[config.mk]
export PLATFORM = sky130hd
export DESIGN_NAME = axin_drop_fifo
export DESIGN_NICKNAME = d
export VERILOG_FILES = /design/src/rtl/axin_drop_fifo.sv
export SDC_FILE = /design/constraint.sdc
export NUM_CORES = 1
export LEC_CHECK = 0
export CAP_MARGIN = 20
export CORE_UTILIZATION = 25
export CTS_CLUSTER_DIAMETER = 150
export DETAILED_ROUTE_END_ITERATION = 6
export HOLD_SLACK_MARGIN = 0.1
export PLACE_DENSITY_LB_ADDON = 0.15
export SLEW_MARGIN = 20
export SYNTH_ARGS = -nofsm -noshare
export SYNTH_HDL_FRONTEND = slang
export SYNTH_SLANG_ARGS = --single-unit
[constraint.sdc]
create_clock -name S_CLK -period 5.5 [get_ports S_CLK]
set_input_delay 1.375 -clock S_CLK [delete_from_list [all_inputs] [get_ports S_CLK]]
set_output_delay 1.375 -clock S_CLK [all_outputs]
set_load 0.005 [all_outputs]
[src/rtl/axin_drop_fifo.sv]
// axin_drop_fifo: single-clock store-and-forward packet FIFO; drops aborted and oversize packets.
// Define AXIN_DROP_STATS_EN to add the o_aborts / o_overflows saturating counters.
module axin_drop_fifo #(
  parameter  int DW     = 32,
  parameter  int LGFIFO = 5,
  localparam int BW     = $clog2(DW/8)
) (
  input  logic          S_CLK,
  input  logic          S_ARESETN,
  input  logic          S_VALID,
  output logic          S_READY,
  input  logic [DW-1:0] S_DATA,
  input  logic [BW-1:0] S_BYTES,
  input  logic          S_ABORT,
  input  logic          S_LAST,
  output logic          M_VALID,
  input  logic          M_READY,
  output logic [DW-1:0] M_DATA,
  output logic [BW-1:0] M_BYTES,
  output logic          M_LAST
`ifdef AXIN_DROP_STATS_EN
  ,
  output logic [15:0]   o_aborts,
  output logic [15:0]   o_overflows
`endif
);

  localparam int PW    = LGFIFO + 1;
  localparam int DEPTH = 1 << LGFIFO;
  localparam int EW    = 1 + BW + DW;

  // ST_IDLE   | no packet in progress, wr_q == commit_q
  // ST_MIDPKT | at least one beat of the current packet is stored
  // ST_DROP   | swallowing the remainder of a packet that can never fit
  typedef enum logic [1:0] {
    ST_IDLE   = 2'd0,
    ST_MIDPKT = 2'd1,
    ST_DROP   = 2'd2
  } wr_state_e;

  wr_state_e       state_q, state_d;
  logic [PW-1:0]   wr_q, wr_d;
  logic [PW-1:0]   commit_q, commit_d;
  logic [PW-1:0]   rd_q;
  logic [PW-1:0]   fill;
  logic [EW-1:0]   mem_q [DEPTH];

  logic            full;
  logic            oversize;
  logic            beat_acc;
  logic            abort_ev;
  logic            mem_we;
  logic            abort_inc;
  logic            ovf_inc;
  logic            rd_load;

  logic            m_valid_q;
  logic            m_last_q;
  logic [BW-1:0]   m_bytes_q;
  logic [DW-1:0]   m_data_q;

  assign fill     = wr_q - rd_q;
  assign full     = (fill == PW'(DEPTH));
  // The whole buffer holds only the open packet and it still is not finished.
  assign oversize = (state_q == ST_MIDPKT) && full && (commit_q == rd_q);

  assign S_READY  = !S_ARESETN || S_ABORT || (state_q == ST_DROP) || oversize || !full;
  assign beat_acc = S_VALID && S_READY && !S_ABORT;
  assign abort_ev = S_ABORT && (!S_VALID || S_READY);

  always_comb begin
    state_d   = state_q;
    wr_d      = wr_q;
    commit_d  = commit_q;
    mem_we    = 1'b0;
    abort_inc = 1'b0;
    ovf_inc   = 1'b0;
    case (state_q)
      ST_IDLE: begin
        if (beat_acc) begin
          mem_we = 1'b1;
          wr_d   = wr_q + PW'(1);
          if (S_LAST) commit_d = wr_q + PW'(1);
          else        state_d  = ST_MIDPKT;
        end
      end
      ST_MIDPKT: begin
        if (abort_ev) begin
          wr_d      = commit_q;
          abort_inc = 1'b1;
          state_d   = ST_IDLE;
        end else if (oversize) begin
          // The beat on offer this cycle is swallowed as the first dropped beat.
          wr_d    = commit_q;
          ovf_inc = 1'b1;
          state_d = (beat_acc && S_LAST) ? ST_IDLE : ST_DROP;
        end else if (beat_acc) begin
          mem_we = 1'b1;
          wr_d   = wr_q + PW'(1);
          if (S_LAST) begin
            commit_d = wr_q + PW'(1);
            state_d  = ST_IDLE;
          end
        end
      end
      ST_DROP: begin
        if (abort_ev || (beat_acc && S_LAST)) state_d = ST_IDLE;
      end
      default: state_d = ST_IDLE;
    endcase
  end

  always_ff @(posedge S_CLK) begin
    if (!S_ARESETN) begin
      state_q  <= ST_IDLE;
      wr_q     <= '0;
      commit_q <= '0;
    end else begin
      state_q  <= state_d;
      wr_q     <= wr_d;
      commit_q <= commit_d;
    end
  end

  always_ff @(posedge S_CLK) begin
    if (mem_we) mem_q[wr_q[LGFIFO-1:0]] <= {S_LAST, S_BYTES, S_DATA};
  end

  assign rd_load = (rd_q != commit_q) && (!m_valid_q || M_READY);

  always_ff @(posedge S_CLK) begin
    if (!S_ARESETN) begin
      rd_q      <= '0;
      m_valid_q <= 1'b0;
      m_last_q  <= 1'b0;
      m_bytes_q <= '0;
      m_data_q  <= '0;
    end else if (rd_load) begin
      {m_last_q, m_bytes_q, m_data_q} <= mem_q[rd_q[LGFIFO-1:0]];
      rd_q      <= rd_q + PW'(1);
      m_valid_q <= 1'b1;
    end else if (M_READY) begin
      m_valid_q <= 1'b0;
    end
  end

  assign M_VALID = m_valid_q;
  assign M_LAST  = m_last_q;
  assign M_BYTES = m_bytes_q;
  assign M_DATA  = m_data_q;

`ifdef AXIN_DROP_STATS_EN
  logic [15:0] aborts_q;
  logic [15:0] overflows_q;

  always_ff @(posedge S_CLK) begin
    if (!S_ARESETN) begin
      aborts_q    <= '0;
      overflows_q <= '0;
    end else begin
      if (abort_inc && (aborts_q != 16'hFFFF))  aborts_q    <= aborts_q + 16'd1;
      if (ovf_inc && (overflows_q != 16'hFFFF)) overflows_q <= overflows_q + 16'd1;
    end
  end

  assign o_aborts    = aborts_q;
  assign o_overflows = overflows_q;
`else
  logic unused_stats;
  assign unused_stats = abort_inc ^ ovf_inc;
`endif

endmodule

# [Yosys cells after proc, flatten, opt, wreduce, memory -nomap -nowiden]
# Memory sizes are Yosys's and may differ from the RTL's. A register that Yosys moved wholly into a read port is not among the register bits.
# Cells that the tools add are included.
[classes] add_sub_neg=3 eq_ne=12 mux=26 n_reduce_logical=25
[ops] operator="2-to-1 mux 6 bit" n=7
[ops] operator="one-hot mux 6 bit (2 select lines)" n=2
[ops] operator="2-to-1 mux 2 bit" n=8
[ops] operator="adder 6 x 1 -> 6 bit (second input constant)" n=2
[ops] operator="!= test 2 bit (second input constant)" n=4
[ops] operator="!= test 4 bit (second input constant)" n=2
[ops] operator="logical AND 1 bit" n=7
[ops] operator="logical OR 1 bit" n=7
[ops] operator="2-to-1 mux 1 bit" n=7
[ops] operator="equality test 6 bit" n=1
[ops] operator="equality test 6 bit (second input constant)" n=1
[ops] operator="zero test 1 bit" n=6
[ops] operator="!= test 6 bit" n=1
[ops] operator="one-hot mux 2 bit (3 select lines)" n=1
[ops] operator="subtractor 6 bit" n=1
[ops] operator="AND reduction 5 bit" n=1
[ops] operator="nonzero test 2 bit" n=2
[ops] operator="AND reduction 3 bit" n=1
[ops] operator="equality test 2 x 1 -> 1 bit (second input constant)" n=1
[ops] operator="equality test 2 bit (second input constant)" n=1
[ops] operator="zero test 2 bit" n=1
[ops] operator="!= test 2 x 1 -> 1 bit (second input constant)" n=1
[ops] operator="one-hot mux 1 bit (2 select lines)" n=1
[word_totals] regBits=21 mem_bits_rw=1120 in_bits=40 out_inout_bits=37 wordCells=72 memories=1
[mem_list] name="mem_q" depth=32 width=35 read_ports=1 rd_ports_with_merged_regs=1 wr=1 line="46" text="logic [EW-1:0] mem_q [DEPTH];"

# [Depth between registers and ports, before layout]
# Gate-level depths: netlist of run 1.
[depth] depth_word=14 mapped_depth=12 depth_no_buf=8

# [Least setup slack after synthesis of run 1]
# OpenSTA, ideal clock, no wires.
[synth_timing] kind="input port to flip-flop" from="input port S_ABORT" to="memory mem_q[30][0] in the netlist's numbering, enable pin" setup_time_ns=0.427 arrival_ns=3.765 required_time_ns=5.073 setup_slack_ns=1.307 path_stages=5 path_buffers=0 path_cell_list="nand2b_1 nor2_1 o21a_1 nand2_1 nor2_1"
[synth_via] elab_chain_cells=12 elab_cells_between_ends=15 cone_classes="mux (6); reduce/logical (9)"
[synth_rtl] element="from (decl)" line="14" text="input logic S_ABORT,"
[synth_rtl] element="logical OR 1 bit (4 in a row)" line="67" text="assign S_READY = !S_ARESETN || S_ABORT || (state_q == ST_DROP) || oversize || !full;"
[synth_rtl] element="logical AND 1 bit (2 in a row)" line="68" text="assign beat_acc = S_VALID && S_READY && !S_ABORT;"
[synth_rtl] element="2-to-1 mux 1 bit" line="80, 97"
[synth_rtl] element="2-to-1 mux 1 bit" line="92" text="end else if (oversize) begin"
[synth_rtl] element="2-to-1 mux 1 bit" line="88" text="if (abort_ev) begin"
[synth_rtl] element="one-hot mux 1 bit (2 select lines) (*)" line="78" text="case (state_q)"
[synth_rtl] element="2-to-1 mux 1 bit (*)" line="126" text="if (mem_we) mem_q[wr_q[LGFIFO-1:0]] <= {S_LAST, S_BYTES, S_DATA};"
[synth_rtl] element="2-to-1 mux 1 bit (implied by the code) (*)" line="126"
[synth_rtl] element="to (decl)" line="46"
# Mark *: on every way between the ends. The rest lies on a longest branch, timed or not.

# [Worst setup path after layout of run 1]
[layout_timing] from="register rd_q[3]" to="output port S_READY"
[layout_via] elab_chain_cells=6 elab_cells_between_ends=8 cone_classes="add/sub (1); eq/ne (2); reduce/logical (5)"
[layout_rtl] element="from (decl)" line="44" text="logic [PW-1:0] rd_q;"
[layout_rtl] element="from (signal assigned)" line="140" text="rd_q <= rd_q + PW'(1);"
[layout_rtl] element="subtractor 6 bit" line="62" text="assign fill = wr_q - rd_q;"
[layout_rtl] element="equality test 6 bit" line="63" text="assign full = (fill == PW'(DEPTH));"
[layout_rtl] element="logical AND 1 bit (2 in a row)" line="65" text="assign oversize = (state_q == ST_MIDPKT) && full && (commit_q == rd_q);"
[layout_rtl] element="logical OR 1 bit" line="67"
[layout_rtl] element="logical OR 1 bit (*)" line="67"
[layout_rtl] element="to (decl)" line="11" text="output logic S_READY,"
# Marked as above.

==> results of run 1 <==
kinds of logic after synthesis:
kind of cell    share of synthesized area
simple gates                       0.0170
xor+xnor                          0.00310
mux                                 0.176
flops                               0.769
fa+ha+maj                         0.00277
compound gates                     0.0170
buf+inv                            0.0153
layout make-up:
class | instances | area [µm²]
fill | 17200 | 125000
sequential | 1176 | 34800
multi-input combinational | 679 | 10000
clock buffer | 172 | 3680
tap | 2355 | 2950
timing repair buffer | 164 | 1570
clock inverter | 72 | 563
inverter | 10 | 42.5
antenna | 2 | 5.00
worst paths after layout:
check	endpoint	start	slack, ns
worst max-delay path	S_READY	rd_q[3]$_SDFFE_PN0P_	0.74
worst min-delay path	commit_q[1]$_SDFFE_PN0P_	commit_q[1]$_SDFFE_PN0P_	0.51
worst max register to register	mem_q[18][23]$_DFFE_PP_	rd_q[3]$_SDFFE_PN0P_	1.82
worst min register to register	commit_q[1]$_SDFFE_PN0P_	commit_q[1]$_SDFFE_PN0P_	0.51
sequential cells by signal, indices dropped and copies added, names as in the netlist:
name and flops:
M_LAST 1, M_DATA 32, M_BYTES 2, mem_q 1120, state_q 2, M_VALID 1
commit_q 6, rd_q 6, wr_q 6
worst max-delay path, stage by stage (launching register included):
cell	delay [ns]
dfxtp_1	0.48
inv_6	0.14
ha_1	0.34
or4_1	0.56
nand3_2	0.12
o2111a_2	0.38
nand2_1	0.11
clkdlybuf4s50_1	0.46
power groups by stage:
stage	Combinational (mW)	Sequential, mW	Clock [mW]
floorplan	2.54	10.2	0
global placement	3.88	10.3	0
detailed placement	3.87	10.3	0
CTS	3.88	10.1	8.90
global route	3.99	10.1	9.21
finish	3.70	10.1	8.65
routing by layer:
layer	up-vias	global-route usage
met3	138	0.0259
met4	2	0.0378
met1	11300	0.176
met2	432	0.235
li1	8774	-
met5	-	0
cell usage in the layout (no fill, tap or decap), drive strengths merged, types with 2 or more instances in the layout:
cell	instances
a31oi	39
nand2b	4
and2	2
or3	3
a211oi	2
nand4	3
nand3b	3
nand2	93
clkdlybuf4s50	61
mux4	350
xnor2	14
o22ai	2
and4	3
clkinvlp	6
and3	2
o21a	2
xor2	2
nor3	2
bufinv	6
o211ai	2
dfxtp	56
clkinv	53
clkbuf	172
nor2	50
edfxtp	1120
nor2b	2
o21ai	44
buf	103
nand3	6
a2111oi	5
ha	10
mux2i	8
a21oi	14
inv	17
o31a	2
diode	2
==> insert_results.sql, run 1 <==
INSERT INTO impl_metrics (metric_group, metric, value, unit) VALUES
('outcome', 'status', 'complete, no violations', ''),
('global_routing', 'grt_max_degree', '135', ''),
('logic_synthesis', 'synth-seq-area-share', '0.769', ''),
('cts', 'post_cts.repair.setup_buffers', '0', ''),
('placed_design', 'globalplace.congestion', '0.722', ''),
('detailed_routing', 'route.vias.total', '20600', ''),
('cts', 'clock_insertion_delay_worst_skew', '0.77', 'ns'),
('cts', 'cts_root_buf', 'clkbuf_16', ''),
('timing', 'worst_slew_margin_rel', '0.327', ''),
('timing', 'finalWorstPathRequiredPeriod', '4.76', 'ns'),
('timing', 'slew_violations', '0', ''),
('power', 'power.switching_fraction', '0.255', ''),
('worst_setup_path', 'crit_fanout', '14', ''),
('cells_and_area', 'area.growth.synth_to_final', '18.5', '%'),
('detailed_routing', 'route.top_layer_used', 'met5', ''),
('logic_synthesis', 'ys_top_cells_by_area', 'edfxtp_1, mux4_2, dfxtp_1', ''),
('detailed_routing', 'detailroute.wirelength.met2', '63400', 'µm'),
('logic_synthesis', 'yosysUniqueCellTypes', '52', ''),
('cts', 'cts_tree', 'done', ''),
('floorplanning', 'num_rows', '155', ''),
('detailed_routing', 'wire_per_inst', '26.8', 'µm'),
('logic_synthesis', 'yosys_register_bits', '1176', ''),
('floorplanning', 'core_area', '179000', 'µm²'),
('global_routing', 'first_global_vias', '22200', ''),
('detailed_routing', 'drc_errors', '0', ''),
('logic_synthesis', 'synth.avg_cell_area', '22.9', 'µm²'),
('cts', 'ctsHtreeMaxLevel', '4', ''),
('detailed_routing', 'total_length_of_routed_met3_wires', '5100', 'µm'),
('power', 'power.switching', '5.72', 'mW'),
('placed_design', 'post_dp_cell_area', '49300', 'µm²'),
('worst_setup_path', 'worstSetupPathType', 'reg2out', ''),
('placed_design', 'port-buffer-count', '76', ''),
('cts', 'cts.sink_count', '1176', ''),
('power', 'power_frac_seq', '0.450', ''),
('min_path', 'min_path_type', 'reg2reg', ''),
('flow_run', 'timing.max_cap.violations', '0', ''),
('worst_setup_path', 'rr_worst_depth', '10', ''),
('cts', 'cts_buffer_depth', '3', ''),
('placed_design', 'pre_cts_slack', '0.887', 'ns'),
('detailed_routing', 'routedLengthMet1', '52900', 'µm'),
('power', 'p_comb_frac', '0.165', ''),
('logic_synthesis', 'yosysMostFrequentCell', 'edfxtp_1', ''),
('logic_synthesis', 'ys_top_cells_by_count', 'edfxtp_1, mux4_2, nand2_1', ''),
('timing', 'number_of_endpoints_failing_setup_at_the_final_stage', '0', ''),
('floorplanning', 'floorplan.initialDensity', '0.253', ''),
('logic_synthesis', 'synth-main-ff-cell', 'edfxtp_1', ''),
('cells_and_area', 'layout.cells.non_filler', '4630', ''),
('cts', 'post_cts_resize_count', '0', ''),
('placed_design', 'placedCellCount', '4384', ''),
('global_routing', 'initial_antenna_violation_count', '11', ''),
('cts', 'postCtsHoldBufs', '0', ''),
('power', 'totalPowerFinal', '22.5', 'mW'),
('timing', 'fmaxAchievable', '0.210', 'GHz'),
('power', 'p_leak', '16.0', 'nW'),
('global_routing', 'wire_length_of_the_first_global_routing_pass', '175000', 'µm'),
('timing', 'finalHoldViolations', '0', ''),
('logic_synthesis', 'synth-warning-count', '0', ''),
('logic_synthesis', 'postSynthCellCount', '1971', ''),
('cells_and_area', 'fin_util', '0.299', ''),
('cells_and_area', 'design.final.nets', '2217', ''),
('timing', 'setup_tns_final', '0', 'ns'),
('logic_synthesis', 'share_of_yosys_cell_area_claimed_by_the_top_area_cell_type', '0.744', ''),
('global_routing', 'grt.overflow.total', '0', ''),
('logic_synthesis', 'synth-edff-count', '1120', ''),
('logic_synthesis', 'asyncSetResetFlopFracSynth', '0', ''),
('timing', 'hold-worst-slack', '0.507', 'ns'),
('power', 'intPower', '16.7', 'mW'),
('global_routing', 'grt_util_all_layers', '0.137', ''),
('power', 'cellPowerDensity', '419', 'nW/µm²'),
('floorplanning', 'dieArea', '183000', 'µm²'),
('worst_setup_path', 'setup.worst_path.start_class', 'flop', '');
Note: power is estimated with default switching activity, not from simulation.
==> inputs of run 2 (changes only) <==
PLACE_DENSITY_LB_ADDON = unset   (was 0.15)
==> run 2 against run 1 <==
Compared with the run above: worst hold slack better by 0.0049 ns; critical endpoint unchanged; sequential power about the same; critical path depth decreased by 1.
==> insert_results.sql, run 2 (synthesis gave the netlist of run 1 again) <==
INSERT INTO impl_metrics (metric_group, metric, value, unit) VALUES
('power', 'p_leak', '15.7', 'nW'),
('floorplanning', 'floorplan.initialDensity', '0.253', ''),
('floorplanning', 'chipWidth', '427', 'µm'),
('power', 'cellPowerDensity', '405', 'nW/µm²'),
('cts', 'cts_tree', 'done', ''),
('cts', 'clkSlewWorstSetupHoldPaths', '0.06', 'ns'),
('timing', 'number_of_endpoints_failing_setup_at_the_final_stage', '0', ''),
('cts', 'cts.sink_count', '1176', ''),
('min_path', 'min_path_type', 'reg2reg', ''),
('detailed_routing', 'routed_wl', '111000', 'µm'),
('global_routing', 'met2_usage', '0.188', ''),
('placed_design', 'port-buffer-count', '76', ''),
('global_routing', 'grt_max_degree', '146', ''),
('global_routing', 'first_global_vias', '21000', ''),
('timing', 'finalHoldViolations', '0', ''),
('cts', 'clock_insertion_delay_worst_skew', '0.70', 'ns'),
('worst_setup_path', 'path_cells', 'ha_1, or4_1, nand3_2, o2111a_2, nand2_1, clkdlybuf4s50_1', ''),
('cts', 'cts_buffer_depth', '3', ''),
('floorplanning', 'num_rows', '155', ''),
('power', 'ir_worst_vdd', '0.257', 'mV'),
('cells_and_area', 'fin_util', '0.296', ''),
('placed_design', 'globalplace.congestion', '0.792', ''),
('detailed_routing', 'detail_route.vias_per_cell', '4.59', ''),
('cts', 'cts-buffers-inserted', '112', ''),
('global_routing', 'grt.busiest_layer', 'met2', ''),
('worst_setup_path', 'crit_fanout', '14', ''),
('detailed_routing', 'dr.first_iter.drc_count', '2595', ''),
('worst_setup_path', 'crit_slowest_cell', 'dfxtp_1', ''),
('cells_and_area', 'final_common_cell', 'edfxtp_1', ''),
('cts', 'post_cts_resize_count', '0', ''),
('timing', 'slew_violations', '0', ''),
('worst_setup_path', 'cp-end-kind', 'output port', ''),
('timing', 'final.setup_skew', '0.0289', 'ns'),
('timing', 'worst_slew_margin_rel', '0.267', ''),
('outcome', 'status', 'complete, no violations', ''),
('global_routing', 'wire_length_of_the_first_global_routing_pass', '159000', 'µm'),
('detailed_routing', 'drc_errors', '0', ''),
('floorplanning', 'io_pins', '77', ''),
('cells_and_area', 'area.growth.synth_to_final', '17.1', '%'),
('global_routing', 'initial_antenna_violation_count', '13', ''),
('detailed_routing', 'dr.pass1.iters', '7', ''),
('worst_setup_path', 'worstSetupPathType', 'reg2out', ''),
('timing', 'setup_tns_final', '0', 'ns'),
('floorplanning', 'dieArea', '183000', 'µm²'),
('flow_run', 'timing.max_cap.violations', '0', ''),
('cells_and_area', 'drive_above_1_share', '0.292', ''),
('detailed_routing', 'route.vias.total', '21100', ''),
('floorplanning', 'fp.dieH', '427', 'µm'),
('cts', 'cts_root_buf', 'clkbuf_16', ''),
('cells_and_area', 'design.final.nets', '2183', ''),
('global_routing', 'grt_util_met3', '0.0263', ''),
('floorplanning', 'core_area', '179000', 'µm²'),
('cells_and_area', 'largest_register_ff_count', '1120', ''),
('cts', 'post_cts.repair.setup_buffers', '0', ''),
('cts', 'ctsHtreeMaxLevel', '3', ''),
('timing', 'timing_worst_slew_pin_value', '1.10', 'ns'),
('global_routing', 'groute.layer.met1.usage', '0.175', ''),
('worst_setup_path', 'setup.worst_path.start_class', 'flop', ''),
('detailed_routing', 'ant_nets', '0', ''),
('cells_and_area', 'mostFrequentLayoutCells', 'edfxtp_1, mux4_2, clkbuf_16', ''),
('worst_setup_path', 'max_stage_delay', '0.63', 'ns'),
('timing', 'fmaxAchievable', '0.215', 'GHz'),
('timing', 'rsz0062_at_grt', 'no', ''),
('timing', 'fin_crit_sh', '0.846', ''),
('timing', 'finalWorstPathRequiredPeriod', '4.65', 'ns'),
('worst_setup_path', 'timing.critical_path.arrival', '3.28', 'ns'),
('worst_setup_path', 'worst-endpoint-required', '4.12', 'ns'),
('placed_design', 'hpwl_dp', '68000', 'µm'),
('detailed_routing', 'wire_per_inst', '24.3', 'µm'),
('cts', 'postCtsHoldBufs', '0', ''),
('global_routing', 'grt.overflow.total', '0', ''),
('global_routing', 'grt_util_all_layers', '0.121', '');
[run 2: through the flow]
stage                     area, µm²  power, mW  setup slack, ns  std cells  hold slack [ns]
after floorplan               45200       12.7             1.31       1971            0.462
after global placement        49300       14.1            0.870       4374            0.492
after detailed placement      49300       14.1            0.857       4374            0.497
after CTS                     52900       21.7            0.823       4586            0.509
after global routing          52900       22.2            0.697       4587            0.544
final                         52900       21.5            0.846       4589            0.512
[run 2: power breakdown]
part	switching, mW	internal, mW
Clock	3.34	4.32
Sequential	0.168	9.93
Combinational	1.94	1.77
[run 2: path summary, 6_finish.rpt]
path | from | endpoint | slack (ns) | cells after the start
min reg2reg | commit_q[4]$_SDFFE_PN0P_ | commit_q[4]$_SDFFE_PN0P_ | 0.51 | 2
min | commit_q[4]$_SDFFE_PN0P_ | commit_q[4]$_SDFFE_PN0P_ | 0.51 | 2
max | wr_q[3]$_SDFFE_PN0N_ | S_READY | 0.85 | 6
max reg2reg | rd_q[2]$_SDFFE_PN0P_ | mem_q[18][8]$_DFFE_PP_ | 1.67 | 9
[run 2: worst max-delay path, delay by kind of cell, from the launching register on]
| kind | cells | cell delay, ns |
|---|---|---|
| buffers and inverters | 1 | 0.46 |
| and+or+nand+nor | 3 | 0.77 |
| AOI/OAI and AO/OA | 1 | 0.38 |
| DFF | 1 | 0.63 |
| adders and majority gates | 1 | 0.35 |
[run 2: per-layer routing]
metal,up-vias,wire length (µm)
met5,-,66
met4,10,1880
met3,133,8580
met2,733,52200
met1,11500,48600
li1,8709,-
[run 2: area by class of cell]
type | instances | area [µm²]
fill | 17200 | 126000
sequential | 1176 | 34800
multi-input combinational | 679 | 10000
clock buffer | 146 | 3020
tap | 2355 | 2950
timing repair buffer | 154 | 1520
clock inverter | 66 | 634
inverter | 10 | 42.5
antenna | 3 | 7.51
==> inputs of run 3 (changes only) <==
clock period = 4.84 ns   (was 5.5 ns; I/O delays follow)
==> run 3 against run 2 <==
Compared with the run above: routed wire length is 0.10% higher; cell count is 0.28% higher; clock power is 12% higher; worst hold slack worse by 0.0077 ns; sequential share of layout area is 0.13 points lower; clock-buffer cell count is 20 higher.
==> insert_results.sql, run 3 (synthesis gave the netlist of run 1 again) <==
INSERT INTO impl_metrics (metric_group, metric, value, unit) VALUES
('worst_setup_path', 'setup.worst_path.start_class', 'flop', ''),
('timing', 'finalWorstPathRequiredPeriod', '4.43', 'ns'),
('cts', 'post_cts_resize_count', '0', ''),
('detailed_routing', 'routed_wl', '111000', 'µm'),
('cts', 'cts_buffer_depth', '3', ''),
('detailed_routing', 'routedLengthMet1', '47800', 'µm'),
('global_routing', 'grt_util_all_layers', '0.121', ''),
('floorplanning', 'fp.dieH', '427', 'µm'),
('worst_setup_path', 'rr_startpoint', 'rd_q[1]$_SDFFE_PN0P_', ''),
('timing', 'final.setup_skew', '0.0399', 'ns'),
('placed_design', 'globalplace.congestion', '0.779', ''),
('detailed_routing', 'drc_errors', '0', ''),
('cells_and_area', 'num-fill-cells', '17200', ''),
('floorplanning', 'io_pins', '77', ''),
('detailed_routing', 'route.vias.total', '21000', ''),
('timing', 'timing_worst_slew_pin_value', '1.14', 'ns'),
('detailed_routing', 'route.top_layer_used', 'met5', ''),
('worst_setup_path', 'worst-endpoint-required', '3.63', 'ns'),
('floorplanning', 'num_rows', '155', ''),
('detailed_routing', 'dr.first_iter.drc_count', '2297', ''),
('detailed_routing', 'detail_route.vias_per_cell', '4.56', ''),
('floorplanning', 'chipWidth', '427', 'µm'),
('timing', 'setup_tns_final', '0', 'ns'),
('power', 'power.switching', '6.09', 'mW'),
('power', 'p_comb_frac', '0.173', ''),
('timing', 'fmaxAchievable', '0.226', 'GHz'),
('power', 'p_leak', '15.7', 'nW'),
('floorplanning', 'dieArea', '183000', 'µm²'),
('worst_setup_path', 'crit_slowest_cell', 'or4_1', ''),
('detailed_routing', 'wire_per_inst', '24.2', 'µm'),
('timing', 'slew_violations', '0', ''),
('power', 'intPower', '18.1', 'mW'),
('global_routing', 'grt.overflow.total', '0', ''),
('global_routing', 'grt_max_degree', '121', ''),
('worst_setup_path', 'timing.critical_path.max_delay_family', 'simple AND/OR/NAND/NOR gates', ''),
('power', 'power.switching_fraction', '0.252', ''),
('worst_setup_path', 'worstSetupStartpoint', 'rd_q[3]$_SDFFE_PN0P_', ''),
('timing', 'number_of_endpoints_failing_setup_at_the_final_stage', '0', ''),
('detailed_routing', 'detailroute.wirelength.met2', '52900', 'µm'),
('placed_design', 'hpwl_dp', '66500', 'µm'),
('cts', 'cts_root_buf', 'clkbuf_16', ''),
('timing', 'finalHoldViolations', '0', ''),
('worst_setup_path', 'critical_path_buf_inv_count', '2', ''),
('min_path', 'min_path_type', 'reg2reg', ''),
('worst_setup_path', 'timing.critical_path.arrival', '3.22', 'ns'),
('flow_run', 'timing.max_cap.violations', '0', ''),
('outcome', 'status', 'complete, no violations', ''),
('timing', 'rsz0062_at_grt', 'no', ''),
('global_routing', 'first_global_vias', '20900', ''),
('cells_and_area', 'final_common_cell', 'edfxtp_1', ''),
('detailed_routing', 'dr.pass1.iters', '5', ''),
('cells_and_area', 'area.growth.synth_to_final', '17.4', '%'),
('cts', 'cts-buffers-inserted', '112', ''),
('power', 'power.share.clock', '0.355', ''),
('detailed_routing', 'total_length_of_routed_met3_wires', '8650', 'µm'),
('worst_setup_path', 'path_cells', 'inv_6, ha_1, or4_1, nand3_2, o2111a_2, nand2_1, clkdlybuf4s50_1', ''),
('cts', 'cts_tree', 'done', ''),
('cts', 'cts.sink_count', '1176', ''),
('power', 'ir_worst_vdd', '0.349', 'mV'),
('worst_setup_path', 'worstSetupPathType', 'reg2out', ''),
('cts', 'postCtsHoldBufs', '0', ''),
('global_routing', 'wire_length_of_the_first_global_routing_pass', '159000', 'µm'),
('timing', 'fin_crit_sh', '0.915', ''),
('worst_setup_path', 'cp-end-kind', 'output port', ''),
('cts', 'ctsHtreeMaxLevel', '3', ''),
('power', 'power_frac_seq', '0.472', ''),
('cells_and_area', 'design.final.nets', '2201', ''),
('detailed_routing', 'ant_nets', '0', ''),
('timing', 'worst_slew_margin_rel', '0.237', ''),
('global_routing', 'initial_antenna_violation_count', '15', ''),
('cts', 'clkSlewWorstSetupHoldPaths', '0.06', 'ns'),
('cells_and_area', 'fin_util', '0.296', ''),
('floorplanning', 'core_area', '179000', 'µm²'),
('placed_design', 'port-buffer-count', '76', ''),
('power', 'cellPowerDensity', '457', 'nW/µm²'),
('worst_setup_path', 'max_stage_delay', '0.57', 'ns'),
('cells_and_area', 'drive_above_1_share', '0.294', ''),
('floorplanning', 'floorplan.initialDensity', '0.253', ''),
('cells_and_area', 'mostFrequentLayoutCells', 'edfxtp_1, mux4_2, clkbuf_16', ''),
('cts', 'post_cts.repair.setup_buffers', '0', ''),
('worst_setup_path', 'crit_fanout', '14', ''),
('cells_and_area', 'largest_register_ff_count', '1120', ''),
('min_path', 'min_from', 'commit_q[1]$_SDFFE_PN0P_', ''),
('cts', 'clock_insertion_delay_worst_skew', '0.73', 'ns');
run 3: worst paths after layout:
check,end,slack [ns],cells after the start
hold / removal,commit_q[1]$_SDFFE_PN0P_,0.50,2
hold reg to reg,commit_q[1]$_SDFFE_PN0P_,0.50,2
setup / recovery,S_READY,0.41,7
setup reg to reg,M_DATA[22]$_SDFFE_PN0P_,1.34,6
run 3: power groups by stage:
stage          clock network (mW)  registers (mW)  logic (mW)
2_1_floorplan                   0            11.6        2.89
3_3_place_gp                    0            11.7        4.26
3_5_place_dp                    0            11.7        4.28
4_1_cts                      8.78            11.5        4.29
5_1_grt                      9.13            11.5        4.46
6_report                     8.60            11.4        4.19
run 3: cell type report:
type / instances / area (µm²) / share of cell area
diodes: 2 / 5.00 / 0.0000943
clock buffers: 166 / 3150 / 0.0593
clock inverters: 42 / 459 / 0.00865
inverters: 10 / 42.5 / 0.000802
multi-input cells: 679 / 10000 / 0.189
flip-flops and latches: 1176 / 34800 / 0.655
well taps: 2355 / 2950 / 0.0555
repair buffers: 172 / 1680 / 0.0317
run 3: routing by layer:
| metal | global-route usage | vias to the layer above |
|---|---|---|
| met5 | 0 | - |
| met4 | 0.0263 | 14 |
| met3 | 0.0307 | 132 |
| met2 | 0.189 | 739 |
| met1 | 0.170 | 11400 |
| li1 | - | 8728 |
run 3: through the flow:
step                cells  worst slack, ns  instance area [µm²]  hold slack [ns]  total power, mW
global placement     4392            0.770                49500            0.482             15.9
floorplan            1971            0.672                45200            0.462             14.4
detailed placement   4392            0.762                49400            0.485             15.9
finish               4602            0.413                53100            0.504             24.2
CTS                  4600            0.396                53100            0.502             24.5
global route         4601            0.285                53100            0.528             25.0
run 3: worst reg2reg max path: cells and delay by family, from the launching register on:
| family | cells | cell delay [ns] |
|---|---|---|
| compound gates | 1 | 0.14 |
| buf+inv | 2 | 1.61 |
| flops | 1 | 0.38 |
| simple gates | 1 | 0.25 |
| mux | 2 | 0.97 |
